### src/rtl/serial_fsm_scheduler.sv
// Round-robin scheduler that time-shares one external serial sequence detector
// among four requesters, returning the p-high sample count for each served word.
module serial_fsm_scheduler #(
  parameter  int unsigned WIDTH = 8,
  localparam int unsigned CW    = $clog2(WIDTH + 1)
) (
  input  logic                 Clock,
  input  logic                 Resetn,
  input  logic [3:0]           req,
  input  logic [4*WIDTH-1:0]   data,
  output logic [3:0]           gnt,
  output logic                 busy,
  output logic                 done,
  output logic [CW-1:0]        hit_count,
  output logic                 final_hit,
  output logic                 eng_clear,
  output logic                 eng_en,
  output logic                 eng_w,
  input  logic                 eng_p
);

  typedef enum logic [2:0] {
    S_IDLE   = 3'd0,
    S_CLEAR  = 3'd1,
    S_SHIFT  = 3'd2,
    S_SAMPLE = 3'd3,
    S_DONE   = 3'd4
  } state_e;

  state_e           state_q;
  logic [1:0]       ptr_q;
  logic [1:0]       idx_q;
  logic [WIDTH-1:0] shreg_q;
  logic [CW-1:0]    acc_q;
  logic [CW-1:0]    bitcnt_q;
  logic [3:0]       gnt_q;
  logic             busy_q;
  logic             done_q;
  logic [CW-1:0]    hit_count_q;
  logic             final_hit_q;
  logic             eng_clear_q;
  logic             eng_en_q;
  logic             eng_w_q;

  logic [WIDTH-1:0] words [4];
  logic             pick_vld_d;
  logic [1:0]       pick_idx_d;
  logic [1:0]       cand;

  always_comb begin
    for (int unsigned i = 0; i < 4; i++) begin
      words[i] = data[i*WIDTH +: WIDTH];
    end
  end

  // First requesting index strictly after the last-granted one, wrapping.
  always_comb begin
    pick_vld_d = 1'b0;
    pick_idx_d = '0;
    cand       = '0;
    for (int unsigned i = 1; i <= 4; i++) begin
      cand = ptr_q + 2'(i);
      if (!pick_vld_d && req[cand]) begin
        pick_vld_d = 1'b1;
        pick_idx_d = cand;
      end
    end
  end

  always_ff @(posedge Clock or negedge Resetn) begin
    if (!Resetn) begin
      state_q     <= S_IDLE;
      ptr_q       <= 2'd3;
      idx_q       <= '0;
      shreg_q     <= '0;
      acc_q       <= '0;
      bitcnt_q    <= '0;
      gnt_q       <= '0;
      busy_q      <= 1'b0;
      done_q      <= 1'b0;
      hit_count_q <= '0;
      final_hit_q <= 1'b0;
      eng_clear_q <= 1'b0;
      eng_en_q    <= 1'b0;
      eng_w_q     <= 1'b0;
    end else begin
      done_q <= 1'b0;
      case (state_q)
        S_IDLE: begin
          if (pick_vld_d) begin
            idx_q       <= pick_idx_d;
            shreg_q     <= words[pick_idx_d];
            gnt_q       <= 4'b0001 << pick_idx_d;
            busy_q      <= 1'b1;
            eng_clear_q <= 1'b1;
            state_q     <= S_CLEAR;
          end
        end
        S_CLEAR: begin
          // Outputs are registered, so the first bit is presented on entry to SHIFT.
          eng_clear_q <= 1'b0;
          eng_en_q    <= 1'b1;
          eng_w_q     <= shreg_q[WIDTH-1];
          shreg_q     <= {shreg_q[WIDTH-2:0], 1'b0};
          acc_q       <= '0;
          bitcnt_q    <= '0;
          state_q     <= S_SHIFT;
        end
        S_SHIFT: begin
          if (bitcnt_q != '0) begin
            acc_q <= acc_q + CW'(eng_p);
          end
          if (bitcnt_q == CW'(WIDTH - 1)) begin
            eng_en_q <= 1'b0;
            eng_w_q  <= 1'b0;
            state_q  <= S_SAMPLE;
          end else begin
            bitcnt_q <= bitcnt_q + 1'b1;
            eng_w_q  <= shreg_q[WIDTH-1];
            shreg_q  <= {shreg_q[WIDTH-2:0], 1'b0};
          end
        end
        S_SAMPLE: begin
          hit_count_q <= acc_q + CW'(eng_p);
          final_hit_q <= eng_p;
          done_q      <= 1'b1;
          state_q     <= S_DONE;
        end
        S_DONE: begin
          ptr_q   <= idx_q;
          gnt_q   <= '0;
          busy_q  <= 1'b0;
          state_q <= S_IDLE;
        end
        default: begin
          state_q     <= S_IDLE;
          gnt_q       <= '0;
          busy_q      <= 1'b0;
          hit_count_q <= '0;
          final_hit_q <= 1'b0;
          eng_clear_q <= 1'b0;
          eng_en_q    <= 1'b0;
          eng_w_q     <= 1'b0;
        end
      endcase
    end
  end

  assign gnt       = gnt_q;
  assign busy      = busy_q;
  assign done      = done_q;
  assign hit_count = hit_count_q;
  assign final_hit = final_hit_q;
  assign eng_clear = eng_clear_q;
  assign eng_en    = eng_en_q;
  assign eng_w     = eng_w_q;

endmodule
### config.mk
export PLATFORM = sky130hd
export DESIGN_NAME = serial_fsm_scheduler
export DESIGN_NICKNAME = d
export VERILOG_FILES = /design/src/rtl/serial_fsm_scheduler.sv
export SDC_FILE = /design/constraint.sdc
export NUM_CORES = 1
export LEC_CHECK = 0
export BUFFER_PORTS_ARGS = -buffer_cell sky130_fd_sc_hd__buf_4
export CORE_ASPECT_RATIO = 0.75
export CORE_MARGIN = 2
export CORE_UTILIZATION = 55
export CTS_CLUSTER_SIZE = 30
export DETAILED_ROUTE_END_ITERATION = 6
export MAX_ROUTING_LAYER = met4
export PLACE_DENSITY = 0.85
export SYNTH_ARGS = -nofsm -noshare
export SYNTH_HDL_FRONTEND = slang
export SYNTH_SLANG_ARGS = --single-unit
### constraint.sdc
create_clock -name Clock -period 4.3 [get_ports Clock]
set_clock_uncertainty 0.05 [all_clocks]
set_input_delay 0.645 -clock Clock [delete_from_list [all_inputs] [get_ports Clock]]
set_output_delay 0.645 -clock Clock [all_outputs]
set_load 0.005 [all_outputs]
==> impl_metrics.json <==
{
  "status": "completed",
  "diodes": 0,
  "synth_edf_count": 0,
  "grt-ovfl-total": 0,
  "switching_share_pct": 42.6,
  "layout_setup_ws_ns": 1.87,
  "post-synth-top-area-fraction_pct": 37.6,
  "clockBufferDepth": 2,
  "io_buffers": 52,
  "crit_top_cell": "nor2_1",
  "internal_power_uw": 1030,
  "antenna_found_initial": 0,
  "synth_cells": 268,
  "synth_top_family_by_area": "compound AO/OA/AOI/OAI gates",
  "power_uw": 1790,
  "seq_power_share_pct": 36.0,
  "rsz0062_at_grt": "false",
  "num_rows": 20,
  "post_cts_buffers": 0,
  "die_h_um": 60.4,
  "worst_ep_required_time_ns": 4.43,
  "drv_slew": 0,
  "async_flop_share_pct": 100,
  "cap_violations": 0,
  "slowest_stage": "dfrtp_1",
  "first_pass_iters": 5,
  "synthDistinctLibCells": 50,
  "r2r-end": "shreg_q[3]$_DFFE_PN0P_",
  "fin_setup_tns_ns": 0,
  "grt_util_all_layers_pct": 24.5,
  "critPathTopFamily": "simple AND/OR/NAND/NOR gates",
  "netlist_area_um2": 2330,
  "route.detailed.wl_per_inst_um": 14.4,
  "dp_hpwl_mm": 3.78,
  "place_ws_ns": 1.92,
  "ant_nets": 0,
  "synth_fa_ha_area_share_pct": 2.15,
  "grt_pass1_wl_mm": 8.68,
  "grt_max_degree": 38,
  "slowest_delay_ns": 0.67,
  "placed_cells": 357,
  "drc_errors": 0,
  "drive_gt1_share_pct": 24.5,
  "via_per_inst": 5.68,
  "die_w_um": 79.2,
  "syn_to_final_growth_pct": 19.7,
  "cp_max_fo": 27,
  "r2r_start": "state_q[0]$_DFFE_PN0P_",
  "syn_nets": 311,
  "ys_ff_latch": 37,
  "powerDensity_nw_per_um2": 642,
  "cts_tree": "done",
  "end_kind": "flop",
  "htree_levels": 2,
  "p_switching_uw": 762,
  "gp_congestion": 0.849,
  "vias": 2074,
  "synth-xor-area-share_pct": 1.13,
  "yosys_warnings": 0,
  "fin_cells": 365,
  "p_clk_share_pct": 14.2,
  "netlist_top_cells_area": "dfrtp_1 38%, o21ai_0 5.2%, nand2_1 5.0%",
  "cp.arrival_ns": 2.56,
  "rrSetupSlack_ns": 1.87,
  "fin_util_pct": 68.8,
  "core_area_um2": 4050,
  "routed_wirelength_mm": 5.24,
  "hold_buffers": 0,
  "path_cells": "nor2_1 -> nand2_1 -> nor2_1 -> o211ai_1 -> a2bb2oi_2",
  "p_comb_share_pct": 49.7,
  "worstMarginPinSlew_ns": 0.784,
  "path_buf_inv": 0,
  "min_path_type": "input port to async pin",
  "drt_iter0_drc": 136,
  "period_minus_slack_ns": 2.43,
  "peakVddDrop_uv": 353,
  "die_area_um2": 4780,
  "synthMuxAreaShare_pct": 3.60,
  "cts_buffers": 5,
  "fin_crit_sh_pct": 56.5,
  "postSynthAreaPerCell_um2": 8.69,
  "finalSetupViolations": 0,
  "worstSkewPairLatency_ns": 0.29,
  "start_util_pct": 57.5,
  "root_buffer": "clkbuf_8",
  "path_class": "flop to flop",
  "ys_seq_area_share_pct": 39.8,
  "synth_top_area_cell": "dfrtp_1",
  "grt_pass1_vias": 1863,
  "post_cts.resized_instances": 0,
  "fin_nets": 352,
  "fillers": 325,
  "cp-start-kind": "flop",
  "hold_viol": 0,
  "synth_simple_gate_area_share_pct": 19.8,
  "cp-startpoint": "state_q[0]$_DFFE_PN0P_",
  "path_clk_slew_ns": 0.08,
  "max_clock_freq_ghz": 0.412,
  "leakage_uw": 0.00133,
  "synthFlopType": "dfrtp_1",
  "synth_compound_area_share_pct": 26.3,
  "cts.sinks": 37,
  "ios": 53,
  "reg2reg_depth": 5,
  "maxSlewHeadroom_pct": 47.7
}
==> worst reg2reg max path: cells and delay by family, from the launching register on <==
kind	cells	cell delay (ns)
AO/OA/AOI/OAI	2	0.36
flip-flops	1	0.67
AND/OR/NAND/NOR	3	1.24
==> layout by cell type, fill, tap and decap left out, types with 6 or more instances in the layout <==
cell type	count
buf_4	53
dfrtp_1	35
nand2_1	31
nor2_1	29
o21ai_0	24
a21oi_1	18
inv_1	17
nor4b_1	7
nor3_1	6
clkbuf_8	6
==> synth_stat cells (4+ instances only) <==
cell / count
o31ai_1: 5
o21bai_1: 4
o21ai_0: 24
nor4b_1: 7
nand2_1: 31
ha_1: 4
inv_1: 17
a22o_1: 5
buf_2: 6
a21oi_1: 18
nor3_1: 6
a21boi_0: 5
clkbuf_1: 6
dfrtp_1: 35
nor2_1: 29
o211ai_1: 4
mux2i_1: 5
==> logic make-up after synthesis <==
group	after synthesis
multiplexers	8
adder cells (fa/ha/maj)	4
AO/OA/AOI/OAI	86
XOR/XNOR	3
buffers and inverters	36
flip-flops	37
AND/OR/NAND/NOR	94
==> stage by stage <==
| stage | hold WS (ns) | instance area (µm²) |
|---|---|---|
| finish | 0.254 | 2790 |
| global route | 0.292 | 2790 |
| CTS | 0.272 | 2790 |
| detailed placement | 0.422 | 2690 |
| global placement | 0.411 | 2690 |
| floorplan | 0.299 | 2330 |
==> flip-flops by register name, indices dropped and copies added (netlist names) <==
name / flops
state_q: 3
hit_count: 4
eng_clear: 1
ptr_q: 2
bitcnt_q: 4
done: 1
eng_w: 1
idx_q: 2
eng_en: 1
gnt: 4
busy: 1
final_hit: 1
acc_q: 4
shreg_q: 8
==> routing by layer <==
metal / track usage (%) / vias to the layer above / share of wire (%)
met2: 34.0 / 75 / 44
met3: 5.06 / 11 / 7.6
met1: 35.2 / 962 / 47
li1: - / 1026 / -
met4: 9.36 / 0 / 1.7
met5: - / - / 0
==> layout make-up <==
type,count,area [µm²],area share [%]
well taps,55,68.8,2.47
flip-flops and latches,37,928,33.3
multi-input cells,195,1230,44.2
clock inverters,2,13.8,0.494
inverters,17,63.8,2.29
repair buffers,53,398,14.3
clock buffers,6,82.6,2.96
==> how the worst max path moves through the flow <==
stage	end	slack [ns]	cells after the start
2_1_floorplan	shreg_q[0]$_DFFE_PN0P_	2.32	7
3_3_place_gp	shreg_q[4]$_DFFE_PN0P_	2.03	5
3_5_place_dp	shreg_q[3]$_DFFE_PN0P_	1.92	5
4_1_cts	shreg_q[3]$_DFFE_PN0P_	1.91	5
5_1_grt	shreg_q[3]$_DFFE_PN0P_	1.62	5
6_report	shreg_q[3]$_DFFE_PN0P_	1.87	5
==> power by group through the flow <==
stage	Clock (µW)	Combinational (µW)	Sequential (µW)
6_report	255	890	645
5_1_grt	274	1010	664
4_1_cts	259	892	642
3_5_place_dp	0	889	647
3_3_place_gp	0	855	645
2_1_floorplan	0	749	567
No activity file was read; power rests on OpenSTA's default activity.
